==> config.mk <==
export PLATFORM = sky130hd
export DESIGN_NAME = pez_cpa_stream_flat
export DESIGN_NICKNAME = d
export VERILOG_FILES = /design/src/rtl/pez_pkg.sv /design/src/rtl/pez_cpa_stream_if.sv /design/src/rtl/pez_word_add.sv /design/src/rtl/pez_cpa_stream.sv /design/src/flat_wrapper.sv
export SDC_FILE = /design/constraint.sdc
export NUM_CORES = 1
export LEC_CHECK = 0
export ABC_AREA = 1
export ABC_CLOCK_PERIOD_IN_PS = 3000
export CAP_MARGIN = 20
export CORE_AREA = 10 10 92 94
export DETAILED_ROUTE_END_ITERATION = 16
export DIE_AREA = 0 0 102 104
export GPL_ROUTABILITY_DRIVEN = 0
export PLACE_DENSITY_LB_ADDON = 0.2
export SLEW_MARGIN = 20
export SYNTH_ARGS = -nofsm -noshare
export SYNTH_HDL_FRONTEND = slang
export SYNTH_HIERARCHICAL = 1
export SYNTH_SLANG_ARGS = --single-unit
==> constraint.sdc <==
create_clock -name CLK -period 3 [get_ports CLK]
set_clock_uncertainty 0.2 [all_clocks]
set_input_delay 0.6 -clock CLK [delete_from_list [all_inputs] [get_ports CLK]]
set_output_delay 0.6 -clock CLK [all_outputs]
set_load 0.01 [all_outputs]
==> src/rtl/pez_pkg.sv <==
// Shared types and sizing helpers for the pez_cpa_stream word-serial CPA stage.
// Optional feature macro: PEZ_FINAL_CMP_EN (adds the final result-vs-modulus decision).
package pez_pkg;

  typedef enum logic [1:0] {
    ST_IDLE,
    ST_ACCEPT,
    ST_GAP,
    ST_DRAIN
  } pez_state_e;

  // Bits needed to index n items (never less than 1).
  function automatic int unsigned clogb2(input int unsigned n);
    int unsigned r;
    r = 0;
    for (int unsigned i = 0; i < 32; i++) begin
      if ((64'd1 << i) < 64'(n)) r = i + 1;
    end
    return (r == 0) ? 1 : r;
  endfunction

  // Default configuration of the stage.
  localparam int unsigned K_DEF      = 1024;
  localparam int unsigned W_DEF      = 16;
  localparam int unsigned R_DEF      = 2;
  localparam int unsigned NWORDS_DEF = K_DEF / W_DEF;
  localparam int unsigned GAP_DEF    = W_DEF / 2 - 2;
  localparam int unsigned CNT_W      = clogb2(NWORDS_DEF);
  localparam int unsigned GAP_W      = clogb2(GAP_DEF + 1);

endpackage

==> src/rtl/pez_cpa_stream_if.sv <==
// Word stream interface of pez_cpa_stream: control, input words and result words.
// Optional feature macro: PEZ_FINAL_CMP_EN (adds M_IN / NEED_SUB).
interface pez_cpa_stream_if #(
  parameter int unsigned W = 16,
  parameter int unsigned R = 2
);
  logic         START;
  logic         BUSY;
  logic         IN_VALID;
  logic         IN_READY;
  logic [W-1:0] SR_S;
  logic [W-1:0] SR_C;
  logic [W-1:0] SM;
  logic [R-1:0] SM_LO;
  logic         FF;
  logic         OUT_VALID;
  logic         OUT_READY;
  logic [W-1:0] S_OUT;
  logic         OUT_LAST;
  logic [1:0]   CARRY_OUT;
`ifdef PEZ_FINAL_CMP_EN
  logic [W-1:0] M_IN;
  logic         NEED_SUB;

  modport master (
    output START, IN_VALID, SR_S, SR_C, SM, SM_LO, FF, OUT_READY, M_IN,
    input  BUSY, IN_READY, OUT_VALID, S_OUT, OUT_LAST, CARRY_OUT, NEED_SUB
  );
  modport slave (
    input  START, IN_VALID, SR_S, SR_C, SM, SM_LO, FF, OUT_READY, M_IN,
    output BUSY, IN_READY, OUT_VALID, S_OUT, OUT_LAST, CARRY_OUT, NEED_SUB
  );
`else
  modport master (
    output START, IN_VALID, SR_S, SR_C, SM, SM_LO, FF, OUT_READY,
    input  BUSY, IN_READY, OUT_VALID, S_OUT, OUT_LAST, CARRY_OUT
  );
  modport slave (
    input  START, IN_VALID, SR_S, SR_C, SM, SM_LO, FF, OUT_READY,
    output BUSY, IN_READY, OUT_VALID, S_OUT, OUT_LAST, CARRY_OUT
  );
`endif
endinterface

==> src/rtl/pez_word_add.sv <==
// Combinational per-word adder: 3:2 carry-save compression followed by a carry-propagate add.
module pez_word_add #(
  parameter int unsigned W = 16
) (
  input  logic [W-1:0] a_i,
  input  logic [W-1:0] b_i,
  input  logic [W-1:0] c_i,
  input  logic         ff_i,
  input  logic [1:0]   cin_i,
  output logic [W+1:0] sum_o
);

  logic [W-1:0] csa_s;
  logic [W-1:0] csa_c;

  // Compress three operands to sum/carry, then resolve with the injected bit and inter-word carry.
  always_comb begin
    csa_s = a_i ^ b_i ^ c_i;
    csa_c = (a_i & b_i) | (a_i & c_i) | (b_i & c_i);
    sum_o = (W+2)'(csa_s) + {1'b0, csa_c, 1'b0} + (W+2)'(ff_i) + (W+2)'(cin_i);
  end

endmodule

==> src/rtl/pez_cpa_stream.sv <==
// Final-stage PE: resolves a carry-save operand stream word by word into binary result words.
// Optional feature macro: PEZ_FINAL_CMP_EN (borrow chain against M_IN, drives NEED_SUB).
module pez_cpa_stream
  import pez_pkg::*;
#(
  parameter int unsigned K      = K_DEF,
  parameter int unsigned W      = W_DEF,
  parameter int unsigned R      = R_DEF,
  parameter int unsigned NWORDS = K / W,
  parameter int unsigned GAP    = W / 2 - 2
) (
  input  logic              CLK,
  input  logic              RST_N,
  pez_cpa_stream_if.slave   bus
);

  localparam int unsigned CNT_BITS = (NWORDS == NWORDS_DEF) ? CNT_W : clogb2(NWORDS);
  localparam int unsigned GAP_BITS = (GAP == GAP_DEF) ? GAP_W : clogb2(GAP + 1);
  localparam logic [W-1:0] LO_MASK = ~W'((1 << R) - 1);

  pez_state_e          state_q, state_d;
  logic [CNT_BITS-1:0] cnt_q, cnt_d;
  logic [GAP_BITS-1:0] gap_q, gap_d;
  logic [1:0]          carry_q, carry_d;
  logic                busy_q, busy_d;
  logic                out_valid_q, out_valid_d;
  logic                out_last_q, out_last_d;
  logic [W-1:0]        s_out_q, s_out_d;
  logic [1:0]          carry_out_q, carry_out_d;

  logic [W-1:0] sm_sub_c;
  logic [W+1:0] sum_c;
  logic         in_ready_c;
  logic         accept_c;
  logic         out_hs_c;
  logic         last_c;

  // Low R bits of the modulus multiple are replaced by the digit.
  assign sm_sub_c = (bus.SM & LO_MASK) | W'(bus.SM_LO);

  pez_word_add #(.W(W)) u_add (
    .a_i   (bus.SR_S),
    .b_i   (bus.SR_C),
    .c_i   (sm_sub_c),
    .ff_i  (bus.FF),
    .cin_i (carry_q),
    .sum_o (sum_c)
  );

`ifdef PEZ_FINAL_CMP_EN
  logic         sub_c_q, sub_c_d;
  logic         need_sub_q, need_sub_d;
  logic [W+1:0] sub_sum_c;

  // Result minus M as result + ~M + 1; sub_c holds the no-borrow bit between words.
  pez_word_add #(.W(W)) u_sub (
    .a_i   (sum_c[W-1:0]),
    .b_i   (~bus.M_IN),
    .c_i   ('0),
    .ff_i  (1'b0),
    .cin_i ({1'b0, sub_c_q}),
    .sum_o (sub_sum_c)
  );

  assign bus.NEED_SUB = need_sub_q;
`endif

  assign in_ready_c = (state_q == ST_ACCEPT) && (!out_valid_q || bus.OUT_READY);
  assign accept_c   = in_ready_c && bus.IN_VALID;
  assign out_hs_c   = out_valid_q && bus.OUT_READY;
  assign last_c     = (cnt_q == CNT_BITS'(NWORDS - 1));

  assign bus.BUSY      = busy_q;
  assign bus.IN_READY  = in_ready_c;
  assign bus.OUT_VALID = out_valid_q;
  assign bus.S_OUT     = s_out_q;
  assign bus.OUT_LAST  = out_last_q;
  assign bus.CARRY_OUT = carry_out_q;

  // Next-state, counters and output register reload.
  always_comb begin
    state_d     = state_q;
    cnt_d       = cnt_q;
    gap_d       = gap_q;
    carry_d     = carry_q;
    busy_d      = busy_q;
    out_valid_d = out_valid_q;
    out_last_d  = out_last_q;
    s_out_d     = s_out_q;
    carry_out_d = carry_out_q;
`ifdef PEZ_FINAL_CMP_EN
    sub_c_d     = sub_c_q;
    need_sub_d  = need_sub_q;
`endif

    if (out_hs_c) begin
      out_valid_d = 1'b0;
      out_last_d  = 1'b0;
`ifdef PEZ_FINAL_CMP_EN
      need_sub_d  = 1'b0;
`endif
    end

    case (state_q)
      ST_IDLE: begin
        if (bus.START) begin
          state_d = ST_ACCEPT;
          cnt_d   = '0;
          carry_d = '0;
          busy_d  = 1'b1;
`ifdef PEZ_FINAL_CMP_EN
          sub_c_d = 1'b1;
`endif
        end
      end
      ST_ACCEPT: begin
        if (accept_c) begin
          s_out_d     = sum_c[W-1:0];
          carry_d     = sum_c[W+1:W];
          carry_out_d = sum_c[W+1:W];
          out_valid_d = 1'b1;
          out_last_d  = last_c;
          cnt_d       = cnt_q + CNT_BITS'(1);
`ifdef PEZ_FINAL_CMP_EN
          sub_c_d     = |sub_sum_c[W+1:W];
          need_sub_d  = last_c && ((sum_c[W+1:W] != 2'b00) || (|sub_sum_c[W+1:W]));
`endif
          if (last_c) begin
            state_d = ST_DRAIN;
          end else if (GAP != 0) begin
            state_d = ST_GAP;
            gap_d   = GAP_BITS'(GAP - 1);
          end
        end
      end
      ST_GAP: begin
        if (gap_q == '0) state_d = ST_ACCEPT;
        else             gap_d   = gap_q - GAP_BITS'(1);
      end
      ST_DRAIN: begin
        if (out_hs_c) begin
          state_d = ST_IDLE;
          busy_d  = 1'b0;
        end
      end
      default: state_d = ST_IDLE;
    endcase
  end

  // State and datapath registers; reset aborts any operation in flight.
  always_ff @(posedge CLK or negedge RST_N) begin
    if (!RST_N) begin
      state_q     <= ST_IDLE;
      cnt_q       <= '0;
      gap_q       <= '0;
      carry_q     <= '0;
      busy_q      <= 1'b0;
      out_valid_q <= 1'b0;
      out_last_q  <= 1'b0;
      s_out_q     <= '0;
      carry_out_q <= '0;
`ifdef PEZ_FINAL_CMP_EN
      sub_c_q     <= 1'b0;
      need_sub_q  <= 1'b0;
`endif
    end else begin
      state_q     <= state_d;
      cnt_q       <= cnt_d;
      gap_q       <= gap_d;
      carry_q     <= carry_d;
      busy_q      <= busy_d;
      out_valid_q <= out_valid_d;
      out_last_q  <= out_last_d;
      s_out_q     <= s_out_d;
      carry_out_q <= carry_out_d;
`ifdef PEZ_FINAL_CMP_EN
      sub_c_q     <= sub_c_d;
      need_sub_q  <= need_sub_d;
`endif
    end
  end

endmodule

==> src/flat_wrapper.sv <==
// flat-port wrapper written by rule: the top's interface ports become plain ports
module pez_cpa_stream_flat import pez_pkg::*;
#(
  parameter int unsigned K      = K_DEF,
  parameter int unsigned W      = W_DEF,
  parameter int unsigned R      = R_DEF,
  parameter int unsigned NWORDS = K / W,
  parameter int unsigned GAP    = W / 2 - 2
)
  (CLK, RST_N, bus_START, bus_IN_VALID, bus_SR_S, bus_SR_C, bus_SM, bus_SM_LO, bus_FF, bus_OUT_READY, bus_BUSY, bus_IN_READY, bus_OUT_VALID, bus_S_OUT, bus_OUT_LAST, bus_CARRY_OUT);
  pez_cpa_stream_if #(.W(W), .R(R)) bus_i ();
  input  logic CLK;
  input  logic RST_N;
  input wire logic [$bits(bus_i.START)-1:0] bus_START;
  input wire logic [$bits(bus_i.IN_VALID)-1:0] bus_IN_VALID;
  input wire logic [$bits(bus_i.SR_S)-1:0] bus_SR_S;
  input wire logic [$bits(bus_i.SR_C)-1:0] bus_SR_C;
  input wire logic [$bits(bus_i.SM)-1:0] bus_SM;
  input wire logic [$bits(bus_i.SM_LO)-1:0] bus_SM_LO;
  input wire logic [$bits(bus_i.FF)-1:0] bus_FF;
  input wire logic [$bits(bus_i.OUT_READY)-1:0] bus_OUT_READY;
  output wire logic [$bits(bus_i.BUSY)-1:0] bus_BUSY;
  output wire logic [$bits(bus_i.IN_READY)-1:0] bus_IN_READY;
  output wire logic [$bits(bus_i.OUT_VALID)-1:0] bus_OUT_VALID;
  output wire logic [$bits(bus_i.S_OUT)-1:0] bus_S_OUT;
  output wire logic [$bits(bus_i.OUT_LAST)-1:0] bus_OUT_LAST;
  output wire logic [$bits(bus_i.CARRY_OUT)-1:0] bus_CARRY_OUT;
  assign bus_i.START = bus_START;
  assign bus_i.IN_VALID = bus_IN_VALID;
  assign bus_i.SR_S = bus_SR_S;
  assign bus_i.SR_C = bus_SR_C;
  assign bus_i.SM = bus_SM;
  assign bus_i.SM_LO = bus_SM_LO;
  assign bus_i.FF = bus_FF;
  assign bus_i.OUT_READY = bus_OUT_READY;
  assign bus_BUSY = bus_i.BUSY;
  assign bus_IN_READY = bus_i.IN_READY;
  assign bus_OUT_VALID = bus_i.OUT_VALID;
  assign bus_S_OUT = bus_i.S_OUT;
  assign bus_OUT_LAST = bus_i.OUT_LAST;
  assign bus_CARRY_OUT = bus_i.CARRY_OUT;
  pez_cpa_stream #(.K(K), .W(W), .R(R), .NWORDS(NWORDS), .GAP(GAP)) u_core (.CLK(CLK), .RST_N(RST_N), .bus(bus_i));
endmodule
# After elaboration in Yosys (flattened, before gate mapping)
# Cells that the tools add are included.
[classes]
n_addsub = 5
n_eq_ne = 10
muxes = 25
bitwise_logic = 8
reduce_logical = 15
[op_table]
columns = ["cell", "n"]
rows = [
  ["$and A16 B16 Y16", 3],
  ["$or A16 B16 Y16", 2],
  ["$xor A16 B16 Y16", 2],
  ["$add A16 B17 Y18", 1],
  ["$add A18 B1 Y18", 1],
  ["$add A18 B2 Y18", 1],
  ["$or A16 B2 Y16", 1],
  ["$mux W2", 6],
  ["$mux W6", 2],
  ["$pmux W6 S2", 1],
  ["$mux W1", 9],
  ["$mux W3", 3],
  ["$pmux W2 S4", 1],
  ["$reduce_and A4 Y1", 2],
  ["$add A6 B1 Y6 const B", 1],
  ["$eq A6 B6 Y1 const B", 1],
  ["$ne A2 B1 Y1 const B", 3],
  ["$ne A2 B2 Y1 const B", 3],
  ["$pmux W3 S2", 1],
  ["$reduce_and A3 Y1", 2],
  ["$reduce_bool A2 Y1", 3],
  ["$eq A2 B2 Y1 const B", 2],
  ["$pmux W2 S2", 1],
  ["$logic_and A1 B1 Y1", 3],
  ["8 further kinds", 8],
]
[word_totals]
regBits = 34
input_bits = 56
output_inout_bits = 22
word_cells = 72

# Logic depth before layout (Yosys ltp)
[depth]
depth_word = 9
depth_mapped = 16
depth_no_buf = 16

# Modules after synthesis
# The synthesis kept the hierarchy.
[by_module_without_submodules]
columns = ["module", "instances", "cells_each", "area_each_um2"]
rows = [
  ["pez_word_add", 1, 290, 1791.7],
  ["pez_cpa_stream", 1, 182, 1551.5],
]

# Worst setup path before layout
# OpenSTA, ideal clock, no wires.
[synth_timing]
kind = "input port to flip-flop"
start = "input port bus_SR_S[1]"
end = "register u_core.s_out_q[15], in the netlist u_core/bus.S_OUT[15]"
setup_time_ns = 0.116
arrival_time_ns = 2.903
required_time_ns = 2.684
slack_ns = -0.220
stages = 16
n_path_buf = 0
path_cell_list = "fa_1 inv_1 fa_1 inv_1 ha_1 fa_1 nand2_2 nand2_1 nand3b_1 nand2_1 nand2_1 nand2_1 nand2_1 nand2_1 nand2_1 nand2_1"
[synth_between]
elab_chain_cells = 6
elab_cells_between_ends = 9
classes_between = "add/sub (3); bitwise (6)"
[synth_lines]
columns = ["item", "line", "rtl"]
rows = [
  ["start, declared", "flat_wrapper.sv:16", "input wire logic [$bits(bus_i.SR_S)-1:0] bus_SR_S;"],
  ["$and A16 B16 Y16", "pez_word_add.sv:19", "csa_c = (a_i & b_i) | (a_i & c_i) | (b_i & c_i);"],
  ["$or A16 B16 Y16 (2 in series)", "pez_word_add.sv:19", ""],
  ["$add A16 B17 Y18 *", "pez_word_add.sv:20", "sum_o = (W+2)'(csa_s) + {1'b0, csa_c, 1'b0} + (W+2)'(ff_i) + (W+2)'(cin_i);"],
  ["$add A18 B1 Y18 *", "pez_word_add.sv:20", ""],
  ["$add A18 B2 Y18 *", "pez_word_add.sv:20", ""],
  ["named net u_core.sum_c[15]", "pez_cpa_stream.sv:32", "logic [W+1:0] sum_c;"],
  ["end signal, assigned", "pez_cpa_stream.sv:174", "s_out_q <= s_out_d;"],
  ["end, declared", "pez_cpa_stream.sv:28", "logic [W-1:0] s_out_q, s_out_d;"],
]
# Mark *: on every way through the listed nets, which the timed path passes. The rest lies on a longest branch.
# A chain may end at the register's enable or synchronous reset.

# Worst setup path in the final report
[layout_timing]
start = "input port bus_SM[3]"
end = "register u_core.carry_out_q[0], in the netlist u_core/bus.CARRY_OUT[0]"
[layout_between]
elab_chain_cells = 7
elab_cells_between_ends = 9
classes_between = "add/sub (3); bitwise (6)"
[layout_lines]
columns = ["item", "line", "rtl"]
rows = [
  ["start, declared", "flat_wrapper.sv:18", "input wire logic [$bits(bus_i.SM)-1:0] bus_SM;"],
  ["$or A16 B2 Y16 *", "pez_cpa_stream.sv:39", "assign sm_sub_c = (bus.SM & LO_MASK) | W'(bus.SM_LO);"],
  ["$and A16 B16 Y16", "pez_word_add.sv:19", ""],
  ["$or A16 B16 Y16 (2 in series)", "pez_word_add.sv:19", ""],
  ["$add A16 B17 Y18 *", "pez_word_add.sv:20", ""],
  ["$add A18 B1 Y18 *", "pez_word_add.sv:20", ""],
  ["$add A18 B2 Y18 *", "pez_word_add.sv:20", ""],
  ["named net u_core.sum_c[16]", "pez_cpa_stream.sv:32", ""],
  ["end signal, assigned", "pez_cpa_stream.sv:175", "carry_out_q <= carry_out_d;"],
  ["end, declared", "pez_cpa_stream.sv:29", "logic [1:0] carry_out_q, carry_out_d;"],
]
# Marked as above.

==> results.toml <==
[run_status]
outcome = "finished with violations"
violations_in_the_final_reports = "setup timing"

[placed_design]
port_buffers = 75
placement.cell_area_sq_um = 4340
dp_hpwl_um = 6420

[critical_path]
critPathTopFamily = "adder cells"
worstPathCellList = "clkdlybuf4s50_1 -> inv_1 -> fa_1 -> inv_2 -> ha_4 -> ha_4 -> nand3_2 -> nand3_4 -> nand2_1 -> nand2_2 -> nand2_2 -> nand2_1 -> nand2_1 -> nand2_2 -> inv_1 -> o21ai_1"
critPathBufInv = 4
startpoint_type = "primary input"
worstPathArrival_ns = 3.11
worst_path_max_delay_cell = "fa_1"
crit_path_max_fanout = 4
worst_path_largest_cell_delay_ns = 0.54
worstSetupPathType = "in -> reg"
worst_ep_required_time_ns = 3.02
cp-end-kind = "register"

[timing]
fin_crit_ns = 3.09
postLayoutSetupSlackWorst_ns = -0.0864
finalMaxSlewViolations = 0
max_freq_mhz = 324
setup_viol_count_final = 10
report.final.hold_viol_count = 0
worstMarginPinSlew_ns = 0.441
slew_headroom_pct = 70.6
final.period_utilization_pct = 103
whs_ns = 0.280
rsz_0062_raised_after_global_routing = "true"

[detailed_routing]
route.detailed.vias_per_inst = 4.95
first_iter_violations = 127
drc = 0
avgRoutedWirePerCell_um = 14.3
dr.pass1.iters = 4
detailroute.via_count = 3292
routed_wl_um = 9540
route.antenna.remaining_nets = 0

[power_and_ir_drop]
pwr-share-clk_pct = 10.6
power.share.combinational_pct = 67.0
swShare_pct = 44.4
cellInternalPower_w = 0.00189
net-switching-power_w = 0.00151
power_frac_seq_pct = 22.4
power_per_standard_cell_area_nw_per_um2 = 675
static-leakage-power_nw = 2.77
peak_supply_drop_uv = 251

[synthesis]
ys.warnings.count = 6
number_of_standard_cells_after_synthesis = 472
syn_area_per_cell_sq_um = 7.08
synth_seq_area_share_pct = 25.4
postSynthNetCount = 580
synth_edf_count = 0
async_reset_ff_share_pct = 100
synth.distinct_cells = 32
synth_area_sq_um = 3340
postSynthRegisterBits = 34
most_used_dff_post_synth = "dfrtp_1"

[clocking]
cts_root_buffer = "clkbuf_8"
cts_h_tree_depth = 2
cts_inserted_buffers = 5
cts.sink_count = 34
cts.path.max_buffers = 2
clkLatencyLatePin_ns = 0.30
tritoncts = "built"
cts.reportedPaths.clkPinSlew_ns = 0.07

[floorplan]
floorplan.die_area_sq_um = 10600
io_pins = 78
cell_rows = 30
fp.dieH_um = 104
floorplan.initialDensity_pct = 50.0
total_core_area_sq_um = 6680
dieWidth_um = 102

[global_routing]
grt_max_degree = 35
via_count_of_the_first_global_routing_pass = 3412
grt_pass1_wl_um = 14900
global_route.overflow_total = 0
number_of_antenna_violations_at_the_first_check_in_global_routing = 0
globalRouteTotalUtil_pct = 16.9

[layout]
area_growth_syn_to_layout_pct = 50.7
post_route_cells_drive_above_1_share_pct = 26.8
fill_cells = 459
layout.nets = 692
antennaDiodeCount = 0
final_design_area_no_fill_sq_um = 5040

[flow_run]
drv_cap = 0

[min_path]
min-delay-path-class = "reg -> reg"
-- timing repair --
action,4_1_cts,5_1_grt
hold buffers,0,0
gates resized for setup,60,63
pin swaps,26,41
setup buffers,7,3
setup endpoints to repair,16,13
-- layout by cell type, fill, tap and decap left out, types with 4 or more instances in the layout --
cell,netlist,routed
dlymetal6s2s_1,0,10
ha_1,33,5
a21oi_1,10,5
inv_2,7,26
clkdlybuf4s50_1,0,60
buf_6,1,4
fa_1,19,16
clkbuf_8,0,6
a21oi_2,2,6
buf_4,0,31
xor2_1,7,7
nand3_1,20,18
inv_1,122,102
nand2_2,10,26
nor2_1,14,13
nand2_4,1,7
nand2_1,160,137
o21ai_1,5,6
ha_4,0,27
dfrtp_1,34,34
-- metrics by stage --
stage | std cells | TNS [ns] | utilization, % | total power, W | setup WS (ns)
after floorplan | 472 | -0.361 | - | 0.00184 | -0.112
after global placement | 647 | -7.86 | 64.9 | 0.00251 | -0.642
after detailed placement | 647 | -8.35 | 64.9 | 0.00256 | -0.696
after CTS | 662 | -0.0396 | 72.4 | 0.00318 | -0.0234
after global routing | 665 | -1.56 | 75.4 | 0.00368 | -0.182
final | 665 | -0.371 | 75.4 | 0.00340 | -0.0864
-- cells by family after synthesis --
kind of cell	count (synthesis)	share of synthesized area (%)
AND/OR/NAND/NOR	220	28.5
buffers and inverters	133	15.8
adder cells (fa/ha/maj)	52	23.7
flip-flops	34	25.4
AO/OA/AOI/OAI	25	4.38
XOR/XNOR	8	2.10
-- worst register-to-register path, stage by stage (launching register included) --
cell,delay [ns]
dfrtp_1,0.35
inv_1,0.08
fa_1,0.55
inv_2,0.05
ha_4,0.15
buf_4,0.12
buf_4,0.13
nand3_2,0.10
nand3_4,0.10
nand2_1,0.10
nand2_2,0.09
nand2_2,0.10
nand2_1,0.06
nand2_1,0.07
nand2_2,0.06
inv_1,0.07
o21ai_1,0.05
-- synth_stat cells (3+ instances only) --
cell / number / area (sq um)
dfrtp_1: 34 / 851
o21ai_0: 3 / 15.0
xor2_1: 7 / 61.3
nand2_1: 160 / 601
nand3_1: 20 / 100
o21bai_1: 3 / 22.5
a21oi_1: 10 / 50.1
nor3_1: 3 / 15.0
o21ai_1: 5 / 25.0
nor2_1: 14 / 52.6
nand2_2: 10 / 62.6
fa_1: 19 / 380
inv_2: 7 / 26.3
nor3_2: 3 / 30.0
inv_1: 122 / 458
ha_1: 33 / 413
-- cell type report --
cell class	instances	area, sq um	area share [%]
multi-input cells	305	2470	49.0
clock buffers	6	82.6	1.64
inverters	130	495	9.83
flip-flops and latches	34	851	16.9
repair buffers	108	1030	20.4
clock inverters	2	12.5	0.248
well taps	80	100	1.99
-- worst paths after layout --
| kind | startpoint | to | slack [ns] | depth (start not counted) |
|---|---|---|---|---|
| worst max register to register | u_core/carry_q[1] | u_core/bus.CARRY_OUT[0] | 0.43 | 16 |
| worst max-delay path | bus_SM[3] | u_core/bus.CARRY_OUT[0] | -0.09 | 16 |
| max in group asynchronous | RST_N | u_core/cnt_q[0] | 1.76 | 2 |
| worst min-delay path | u_core/gap_q[0] | u_core/gap_q[0] | 0.28 | 1 |
| min in group asynchronous | RST_N | u_core/gap_q[2] | 0.51 | 2 |
| worst min register to register | u_core/gap_q[0] | u_core/gap_q[0] | 0.28 | 1 |
-- sequential cells by signal (all words and copies together) (netlist names) --
signal                count
u_core/state_q            2
u_core/bus.S_OUT         16
u_core/bus.CARRY_OUT      2
u_core/bus.BUSY           1
u_core/carry_q            2
u_core/bus.OUT_VALID      1
u_core/cnt_q              6
u_core/bus.OUT_LAST       1
u_core/gap_q              3
-- power by group through the flow --
stage | clock, W | combinational [W] | sequential (W)
final | 0.000360 | 0.00228 | 0.000763
after floorplan | 0 | 0.00104 | 0.000803
after CTS | 0.000362 | 0.00206 | 0.000763
after detailed placement | 0 | 0.00179 | 0.000769
after global routing | 0.000388 | 0.00251 | 0.000786
after global placement | 0 | 0.00175 | 0.000762
-- per-layer routing --
metal  vias to the layer above  part of all wire (%)  global-route usage [%]
li1                       1614                     -                       -
met1                      1544                    40                    17.8
met2                       103                    53                    31.7
met3                        31                   4.3                    2.66
met4                         0                   3.3                    6.65
met5                         -                     0                       0
No activity file was read; power rests on OpenSTA's default activity.
